==> src/rtl/im_ctrl_pkg.sv <==
// Shared types and helpers for the instruction-cache refill controller.
package im_ctrl_pkg;

  typedef enum logic [2:0] {
    IDLE   = 3'd0,
    ADDR   = 3'd1,
    CHECK  = 3'd2,
    AR     = 3'd3,
    REFILL = 3'd4,
    FINISH = 3'd5,
    FLUSH  = 3'd6
  } im_state_e;

  localparam logic [1:0] RESP_OKAY = 2'b00;

  // Bits needed to index a word inside a line.
  function automatic int off_w(input int line_words);
    return $clog2(line_words);
  endfunction

endpackage

==> src/rtl/cache_im_ctrl_param_if.sv <==
// Read channel between the I-cache controller and the IM AXI read master.
// Handshake: arvalid rises with a valid read_addr_m/arlen and holds until the
// cycle arready=1; R beats carry no ready and are taken on every rvalid.
interface cache_im_ctrl_param_if #(
  parameter int ADDR_W = 32,
  parameter int DATA_W = 32
);
  logic              arvalid;
  logic              arready;
  logic [ADDR_W-1:0] read_addr_m;
  logic [7:0]        arlen;
  logic              rvalid;
  logic [DATA_W-1:0] rdata;
  logic              rlast;
  logic [1:0]        rresp;

  modport master (output arvalid, read_addr_m, arlen,
                  input  arready, rvalid, rdata, rlast, rresp);
  modport slave  (input  arvalid, read_addr_m, arlen,
                  output arready, rvalid, rdata, rlast, rresp);
endinterface

==> src/rtl/im_refill_counter.sv <==
// Refill beat bookkeeping: beat index, write qualification, capture select
// and sticky bus-error flag for one line refill.
module im_refill_counter
  import im_ctrl_pkg::*;
#(
  parameter int LINE_WORDS = 4,
  parameter int OFF_W      = 2
) (
  input  logic             clk,
  input  logic             rst,
  input  logic             beat,
  input  logic             clear,
  input  logic [1:0]       rresp,
  input  logic [OFF_W-1:0] req_off,
  output logic [OFF_W-1:0] beat_cnt,
  output logic             write_en,
  output logic             capture,
  output logic             err_flag,
  output logic             line_full
);

  localparam logic [OFF_W:0] FULL = LINE_WORDS[OFF_W:0];
  localparam logic [OFF_W:0] ONE  = 1;

  // One extra bit counts beats past the line end; the count saturates at all-ones.
  logic [OFF_W:0] rcv_cnt;

  always_ff @(posedge clk or posedge rst) begin
    if (rst) begin
      rcv_cnt  <= '0;
      err_flag <= 1'b0;
    end else if (clear) begin
      rcv_cnt  <= '0;
      err_flag <= 1'b0;
    end else if (beat) begin
      if (rcv_cnt != '1) rcv_cnt <= rcv_cnt + ONE;
      if (rresp != RESP_OKAY) err_flag <= 1'b1;
    end
  end

  assign beat_cnt  = rcv_cnt[OFF_W] ? {OFF_W{1'b1}} : rcv_cnt[OFF_W-1:0];
  assign write_en  = beat && !rcv_cnt[OFF_W];
  assign capture   = write_en && (beat_cnt == req_off);
  assign line_full = (rcv_cnt == FULL);

endmodule

==> src/rtl/cache_im_ctrl_param.sv <==
// Instruction-cache control FSM: hit delivery, single-burst line refill,
// bus-error substitution and whole-cache flush, yielding to DM stalls.
module cache_im_ctrl_param
  import im_ctrl_pkg::*;
#(
  parameter int              ADDR_W     = 32,
  parameter int              DATA_W     = 32,
  parameter int              LINE_WORDS = 4,
  parameter logic [DATA_W-1:0] ERR_INST = 32'h00000013
) (
  input  logic              clk,
  input  logic              rst,
  input  logic [ADDR_W-1:0] pc,
  output logic [DATA_W-1:0] cpu_inst,
  output logic              inst_valid,
  output logic              inst_err,
  output logic              cpu_im_stall,
  input  logic              dm_stall,
  input  logic              flush_req,
  output logic              flush_done,
  cache_im_ctrl_param_if.master axi,
  input  logic              hit,
  input  logic [DATA_W-1:0] read_data_c,
  output logic [ADDR_W-1:0] rw_addr_c,
  output logic [DATA_W-1:0] write_data_c,
  output logic              web_c,
  output logic              line_valid_set,
  output logic              inv_all,
  output logic              read_req_hit,
  output logic              read_req_miss_last,
  output im_state_e         state_dbg
);

  localparam int OFF_W = off_w(LINE_WORDS);

  im_state_e         state, state_nx, decide_nx;
  logic [DATA_W-1:0] inst_reg;
  logic [OFF_W-1:0]  beat_cnt;
  logic              beat, write_en, capture, err_flag, line_full;

  assign beat = (state == REFILL) && axi.rvalid;

  im_refill_counter #(.LINE_WORDS(LINE_WORDS), .OFF_W(OFF_W)) u_cnt (
    .clk      (clk),
    .rst      (rst),
    .beat     (beat),
    .clear    (state == FINISH),
    .rresp    (axi.rresp),
    .req_off  (pc[OFF_W+1:2]),
    .beat_cnt (beat_cnt),
    .write_en (write_en),
    .capture  (capture),
    .err_flag (err_flag),
    .line_full(line_full)
  );

  always_ff @(posedge clk or posedge rst) begin
    if (rst) state <= IDLE;
    else     state <= state_nx;
  end

  always_ff @(posedge clk or posedge rst) begin
    if (rst)          inst_reg <= '0;
    else if (capture) inst_reg <= axi.rdata;
  end

  // Shared choice at every point where a new fetch may start.
  assign decide_nx = flush_req ? FLUSH :
                     (dm_stall || pc == '0) ? IDLE : ADDR;

  always_comb begin
    state_nx           = state;
    cpu_inst           = '0;
    inst_valid         = 1'b0;
    inst_err           = 1'b0;
    cpu_im_stall       = 1'b1;
    flush_done         = 1'b0;
    axi.arvalid        = 1'b0;
    rw_addr_c          = pc;
    web_c              = 1'b1;
    line_valid_set     = 1'b0;
    inv_all            = 1'b0;
    read_req_hit       = 1'b0;
    read_req_miss_last = 1'b0;
    case (state)
      IDLE: begin
        cpu_im_stall = dm_stall || (pc == '0);
        state_nx     = decide_nx;
      end
      ADDR: state_nx = CHECK;
      CHECK: begin
        if (hit) begin
          cpu_inst     = read_data_c;
          inst_valid   = 1'b1;
          read_req_hit = 1'b1;
          cpu_im_stall = 1'b0;
          state_nx     = decide_nx;
        end else begin
          state_nx = AR;
        end
      end
      AR: begin
        axi.arvalid = 1'b1;
        if (axi.arready) state_nx = REFILL;
      end
      REFILL: begin
        rw_addr_c = {pc[ADDR_W-1:OFF_W+2], beat_cnt, 2'b00};
        web_c     = !write_en;
        if (beat && axi.rlast) state_nx = FINISH;
      end
      FINISH: begin
        inst_valid         = 1'b1;
        read_req_miss_last = 1'b1;
        cpu_im_stall       = 1'b0;
        cpu_inst           = err_flag ? ERR_INST : inst_reg;
        inst_err           = err_flag;
        line_valid_set     = !err_flag && line_full;
        state_nx           = decide_nx;
      end
      FLUSH: begin
        inv_all    = 1'b1;
        flush_done = 1'b1;
        state_nx   = IDLE;
      end
      default: state_nx = IDLE;
    endcase
  end

  assign axi.read_addr_m = {pc[ADDR_W-1:OFF_W+2], {(OFF_W+2){1'b0}}};
  assign axi.arlen       = 8'(LINE_WORDS - 1);
  assign write_data_c    = axi.rdata;
  assign state_dbg       = state;

endmodule

==> src/flat_wrapper.sv <==
// flat-port wrapper written by rule: the top's interface ports become plain ports
module cache_im_ctrl_param_flat import im_ctrl_pkg::*;
#(
  parameter int              ADDR_W     = 32,
  parameter int              DATA_W     = 32,
  parameter int              LINE_WORDS = 4,
  parameter logic [DATA_W-1:0] ERR_INST = 32'h00000013
)
  (clk, rst, pc, cpu_inst, inst_valid, inst_err, cpu_im_stall, dm_stall, flush_req, flush_done, hit, read_data_c, rw_addr_c, write_data_c, web_c, line_valid_set, inv_all, read_req_hit, read_req_miss_last, state_dbg, axi_arvalid, axi_read_addr_m, axi_arlen, axi_arready, axi_rvalid, axi_rdata, axi_rlast, axi_rresp);
  cache_im_ctrl_param_if #(.ADDR_W(ADDR_W), .DATA_W(DATA_W)) axi_i ();
  input  logic clk;
  input  logic rst;
  input  logic [ADDR_W-1:0] pc;
  output logic [DATA_W-1:0] cpu_inst;
  output logic inst_valid;
  output logic inst_err;
  output logic cpu_im_stall;
  input  logic dm_stall;
  input  logic flush_req;
  output logic flush_done;
  input  logic hit;
  input  logic [DATA_W-1:0] read_data_c;
  output logic [ADDR_W-1:0] rw_addr_c;
  output logic [DATA_W-1:0] write_data_c;
  output logic web_c;
  output logic line_valid_set;
  output logic inv_all;
  output logic read_req_hit;
  output logic read_req_miss_last;
  output im_state_e state_dbg;
  output wire logic [$bits(axi_i.arvalid)-1:0] axi_arvalid;
  output wire logic [$bits(axi_i.read_addr_m)-1:0] axi_read_addr_m;
  output wire logic [$bits(axi_i.arlen)-1:0] axi_arlen;
  input wire logic [$bits(axi_i.arready)-1:0] axi_arready;
  input wire logic [$bits(axi_i.rvalid)-1:0] axi_rvalid;
  input wire logic [$bits(axi_i.rdata)-1:0] axi_rdata;
  input wire logic [$bits(axi_i.rlast)-1:0] axi_rlast;
  input wire logic [$bits(axi_i.rresp)-1:0] axi_rresp;
  assign axi_arvalid = axi_i.arvalid;
  assign axi_read_addr_m = axi_i.read_addr_m;
  assign axi_arlen = axi_i.arlen;
  assign axi_i.arready = axi_arready;
  assign axi_i.rvalid = axi_rvalid;
  assign axi_i.rdata = axi_rdata;
  assign axi_i.rlast = axi_rlast;
  assign axi_i.rresp = axi_rresp;
  cache_im_ctrl_param #(.ADDR_W(ADDR_W), .DATA_W(DATA_W), .LINE_WORDS(LINE_WORDS), .ERR_INST(ERR_INST)) u_core (.clk(clk), .rst(rst), .pc(pc), .cpu_inst(cpu_inst), .inst_valid(inst_valid), .inst_err(inst_err), .cpu_im_stall(cpu_im_stall), .dm_stall(dm_stall), .flush_req(flush_req), .flush_done(flush_done), .axi(axi_i), .hit(hit), .read_data_c(read_data_c), .rw_addr_c(rw_addr_c), .write_data_c(write_data_c), .web_c(web_c), .line_valid_set(line_valid_set), .inv_all(inv_all), .read_req_hit(read_req_hit), .read_req_miss_last(read_req_miss_last), .state_dbg(state_dbg));
endmodule
==> config.mk <==
export PLATFORM = sky130hd
export DESIGN_NAME = cache_im_ctrl_param_flat
export DESIGN_NICKNAME = d
export VERILOG_FILES = /design/src/rtl/im_ctrl_pkg.sv /design/src/rtl/cache_im_ctrl_param_if.sv /design/src/rtl/im_refill_counter.sv /design/src/rtl/cache_im_ctrl_param.sv /design/src/flat_wrapper.sv
export SDC_FILE = /design/constraint.sdc
export NUM_CORES = 1
export LEC_CHECK = 0
export ABC_CLOCK_PERIOD_IN_PS = 3700
export CORE_AREA = 2 2 98 100
export CTS_BUF_LIST = sky130_fd_sc_hd__clkbuf_2 sky130_fd_sc_hd__clkbuf_4 sky130_fd_sc_hd__clkbuf_8
export CTS_CLUSTER_DIAMETER = 150
export DETAILED_ROUTE_END_ITERATION = 10
export DIE_AREA = 0 0 100 102
export MAX_ROUTING_LAYER = met4
export PLACE_DENSITY = 0.93
export SYNTH_ARGS = -nofsm -noshare
export SYNTH_HDL_FRONTEND = slang
export SYNTH_SLANG_ARGS = --single-unit
==> constraint.sdc <==
create_clock -name clk -period 3.7 [get_ports clk]
set_input_delay 0.74 -clock clk [delete_from_list [all_inputs] [get_ports clk]]
set_output_delay 0.74 -clock clk [all_outputs]
set_load 0.01 [all_outputs]
# Yosys cells after proc, flatten, opt, wreduce, memory -nomap -nowiden
# Index checks and enable logic that the tools add are counted.
# Widths: inputs -> output; s select.
[totals]
romBits = 0
reg_bits = 39
latch_bits = 0
out_inout_bits = 149
input_bits = 106
memories = 0
mem_bits_rw = 0
[classes]
n_shift = 0
bitwise_logic = 0
muxes = 28
div = 0
reduce_logical = 19
n_mul = 0
n_lt_le_gt_ge = 0
addsub = 1
eq_ne = 11
[ops]
columns = ["op", "n"]
rows = [
  ["$mux 32", 2],
  ["$pmux 32 s2", 1],
  ["$logic_not 32->1", 1],
  ["$mux 3", 7],
  ["$pmux 3 s5", 1],
  ["$mux 1", 13],
  ["$eq 3x3->1 const B", 4],
  ["$reduce_bool 2->1", 4],
  ["$eq 3x2->1 const B", 2],
  ["$reduce_and 2->1", 3],
  ["$logic_and 1x1->1", 5],
  ["$mux 4", 1],
  ["$ne 2x2->1 const B", 2],
  ["$add 3x1->3 const B", 1],
  ["$eq 3x1->1 const B", 1],
  ["$logic_not 1->1", 3],
  ["$logic_not 3->1", 1],
  ["$ne 3x3->1 const B", 1],
  ["$pmux 1 s3", 1],
  ["$eq 2x2->1", 1],
  ["$mux 2", 1],
  ["$pmux 1 s2", 1],
  ["$reduce_or 2->1", 1],
  ["$logic_or 1x1->1", 1],
]

# Depth between registers and ports, before layout
[depth]
ltp_word = 6
ltp_mapped = 7
depth_no_buf = 5

# Modules after synthesis
# From an unflattened synthesis, not the netlist that was laid out.
[hier_totals]
hier_cells = 297
area_unflattened_um2 = 2967.8
[by_module_without_submodules]
columns = ["mod", "seq_area_each_um2", "n_inst", "area_per_inst_um2", "cells_per_inst"]
rows = [
  ["cache_im_ctrl_param", 875.8, 1, 2702.6, 270],
  ["im_refill_counter", 100.1, 1, 265.3, 27],
]

# Worst setup path before layout
# No wires, ideal clock.
[synth_timing]
path_kind = "reg2out"
startpoint = "register u_core.state[2] (netlist: u_core.state_dbg[2])"
endpoint = "output port cpu_im_stall"
path_stages_with_launch = 6
n_path_buf = 1
t_required_ps = 2960
slack_ps = 1405
arrival_ps = 1555
path_cell_list = "dfrtp_1 > buf_2 > nand3b_1 > clkinv_1 > or2_2 > nor2b_1"
[synth_between]
elab_chain_len = 2
[synth_rtl]
columns = ["element", "line_no", "rtl"]
rows = [
  ["start: declaration", "cache_im_ctrl_param.sv:36", "im_state_e state, state_nx, decide_nx;"],
  ["start signal: assignment", "cache_im_ctrl_param.sv:59", "else state <= state_nx;"],
  ["$eq 3x3->1 (tied with other cells)", "cache_im_ctrl_param.sv:85", "case (state)"],
  ["$pmux 1 s3 (*)", "cache_im_ctrl_param.sv:85", ""],
  ["end: declaration", "flat_wrapper.sv:17", "output logic cpu_im_stall;"],
]
# Every way passes the cells marked *; elsewhere a longest branch is shown, timed or not.

# Worst setup path in the final report
[layout_timing]
startpoint = "input port hit"
endpoint = "output port cpu_inst[26]"
[layout_between]
elab_chain_len = 2
[layout_rtl]
columns = ["element", "line_no", "rtl"]
rows = [
  ["start: declaration", "flat_wrapper.sv:21", "input logic hit;"],
  ["$mux 32", "cache_im_ctrl_param.sv:92", "if (hit) begin"],
  ["$pmux 32 s2", "cache_im_ctrl_param.sv:85", ""],
  ["end: declaration", "flat_wrapper.sv:14", "output logic [DATA_W-1:0] cpu_inst;"],
]
# Every way passes these cells.

==> flow_summary.json <==
{
  "run_status": "complete, no violations",
  "grt_pass1_vias": 2670,
  "netlist-cell-type-count": 37,
  "numCtsBuffers": 5,
  "synthArstFlopShare_pct": 100,
  "clk_pin_slew_ns": 0.08,
  "root_buffer": "clkbuf_8",
  "dieArea_sq_um": 10200,
  "synth_cells": 300,
  "routed_wl_um": 9450,
  "swShare_pct": 32.9,
  "die_w_um": 100,
  "first_pass_iters": 4,
  "wl_per_cell_um": 16.8,
  "routedLengthMet1_um": 3770,
  "crit_fanout": 31,
  "finalSetupViolCount": 0,
  "vias": 2611,
  "postSynthAreaPerCell_sq_um": 9.80,
  "combPwrFrac_pct": 48.4,
  "fin_skew_ns": 0.00623,
  "ys_seq_area_share_pct": 33.2,
  "dp.cells": 553,
  "numPortBuffers": 242,
  "max-cap-violations": 0,
  "ir_drop_v": 0.000254,
  "coreArea_sq_um": 9110,
  "cp.arrival_ns": 2.57,
  "worst_skew_pair.late_latency_ns": 0.29,
  "diodes": 0,
  "ioPinCount": 255,
  "dr_wl_met3_um": 456,
  "drt_iter0_drc": 112,
  "setup_tns_ns": 0,
  "top_layer": "met4",
  "cp-end-kind": "output pin",
  "cp-start-kind": "primary input",
  "fin_cells": 561,
  "grt_max_degree": 40,
  "total_leakage_power_uw": 0.00197,
  "critical_path_class": "in -> out",
  "synth_area_leaders": "dfrtp_1, buf_4, mux2_2",
  "largest_register_ffs": 32,
  "grt_first_pass_wirelength_um": 13900,
  "regArea_sq_um": 976,
  "multiInputGateArea_sq_um": 1140,
  "vias_per_cell": 4.65,
  "fmax_mhz": 303,
  "synth_edf_count": 0,
  "place_hpwl_um": 7690,
  "finalHoldViolCount": 0,
  "rsz0062_at_grt": "no",
  "total_power_uw": 2390,
  "synth_top_area_cell": "dfrtp_1",
  "start_util_pct": 32.3,
  "grt_usage_pct": 17.9,
  "pwr_density_cell_nw_per_um2": 489,
  "ys_seq_elements": 39,
  "switching_power_uw": 787,
  "drv_slew": 0,
  "final_antenna_net_count": 0,
  "r2r_slack_ns": 1.50,
  "drc": 0,
  "cts_resized": 0,
  "synth_warnings": 0,
  "syn2layout_area_growth_pct": 66.2,
  "clock-sinks": 39,
  "drive_gt1_share_pct": 10.7,
  "timing_worst_slew_pin_value_ns": 0.663,
  "fin_crit_ns": 3.31,
  "power.internal_uw": 1600,
  "layout.nets": 558,
  "hp-class": "reg -> reg",
  "synthFlopType": "dfrtp_1",
  "fin_util_pct": 53.6,
  "postCtsSetupBuffers": 0,
  "core.rowCount": 35,
  "cts_hold_repair.buffers": 0,
  "antenna_found_initial": 0,
  "die_h_um": 102,
  "required_ns": 2.96,
  "yosysTopAreaCellShare_pct": 33.2,
  "finalCritPeriodShare_pct": 89.3,
  "synth_commonest_cells": "buf_4, dfrtp_1, mux2_2, a22o_1, nor2_1",
  "htree_levels": 2,
  "cts_tree": "built",
  "relSlewSlack_pct": 55.5,
  "wl_met2_um": 5170,
  "place.gp.congestion": 0.830,
  "pwr-share-clk_pct": 18.0,
  "p_seq_share_pct": 33.6,
  "fillerInstances": 805,
  "cts_buffer_depth": 2,
  "synth_most_common_cell": "buf_4",
  "gr-total-overflow": 0,
  "synth_area_sq_um": 2940
}
-- cell families (layout without fill, tap and decap cells) --
group | Yosys count | count (layout) | synth area share, %
compound gates | 49 | 49 | 12.7
xor+xnor | 3 | 3 | 0.894
fa+ha+maj | 3 | 3 | 1.28
buf+inv | 120 | 260 | 29.2
flops | 39 | 39 | 33.2
mux | 32 | 32 | 12.3
other cells | 2 | 12 | 0.256
simple gates | 52 | 52 | 10.2
-- worst paths after layout --
path / startpoint / end / cells past startpoint
max: hit / cpu_inst[26] / 5
min: u_core.inst_reg[23]$_DFFE_PP0P_ / u_core.inst_reg[23]$_DFFE_PP0P_ / 1
max reg2reg: u_core.state_dbg[0]$_DFFE_PP0P_ / u_core.inst_reg[13]$_DFFE_PP0P_ / 5
min reg2reg: u_core.inst_reg[23]$_DFFE_PP0P_ / u_core.inst_reg[23]$_DFFE_PP0P_ / 1
max in group asynchronous: rst / u_core.inst_reg[4]$_DFFE_PP0P_ / 3
min in group asynchronous: rst / u_core.inst_reg[15]$_DFFE_PP0P_ / 3
-- per-layer routing --
layer / vias to the layer above / global-route usage (%)
li1: 1228 / -
met1: 1274 / 21.4
met2: 105 / 32.5
met3: 4 / 3.08
met4: 0 / 2.53
met5: - / -
-- cells in the final DEF, fill, tap and decap left out, types with 2 or more instances in the layout --
cell             Yosys  final
clkbuf_8             0      5
o21a_1               2      2
nand3b_1             2      2
ha_1                 3      3
nand4_1              2      2
nor2b_1              5      5
mux2_2              31     31
conb_1               2     12
bufinv_16            0      2
xor2_1               2      2
clkinv_1             1      2
o21ai_0              8      8
dfrtp_1             39     39
a22o_1              29     29
nand3_1              2      2
nor2_1              13     12
nand2_1             11     11
inv_1                5      4
clkdlybuf4s50_1      0    242
nor4_1               9      9
buf_4              101      3
a21oi_1              5      5
-- stage by stage --
stage | hold WS, ns | setup WS [ns] | area, sq um
finish | 0.500 | 0.394 | 4880
global route | 0.523 | 0.246 | 4880
CTS | 0.502 | 0.342 | 4880
detailed placement | 0.482 | 0.346 | 4750
global placement | 0.483 | 0.274 | 4750
floorplan | 0.459 | 1.40 | 2980
-- critical path, cell delays in order --
cell and delay, ns:
clkdlybuf4s50_1 0.50, and3b_1 0.34, buf_12 0.23, a22o_1 0.17
clkdlybuf4s50_1 0.58
-- cell type report --
class / count / share of cell area (%)
multi-input cells: 151 / 23.4
flip-flops and latches: 39 / 20.0
inverters: 6 / 0.461
well taps: 111 / 2.84
clock inverters: 2 / 1.23
repair buffers: 246 / 50.5
clock buffers: 6 / 1.56
-- power groups by stage --
| stage | Sequential (uW) | Combinational [uW] | Clock, uW |
|---|---|---|---|
| global placement | 797 | 1130 | 0 |
| floorplan | 736 | 695 | 0 |
| finish | 802 | 1160 | 430 |
| global route | 833 | 1250 | 472 |
| detailed placement | 810 | 1170 | 0 |
| CTS | 803 | 1170 | 445 |
Power figures use the tool's default switching activity.
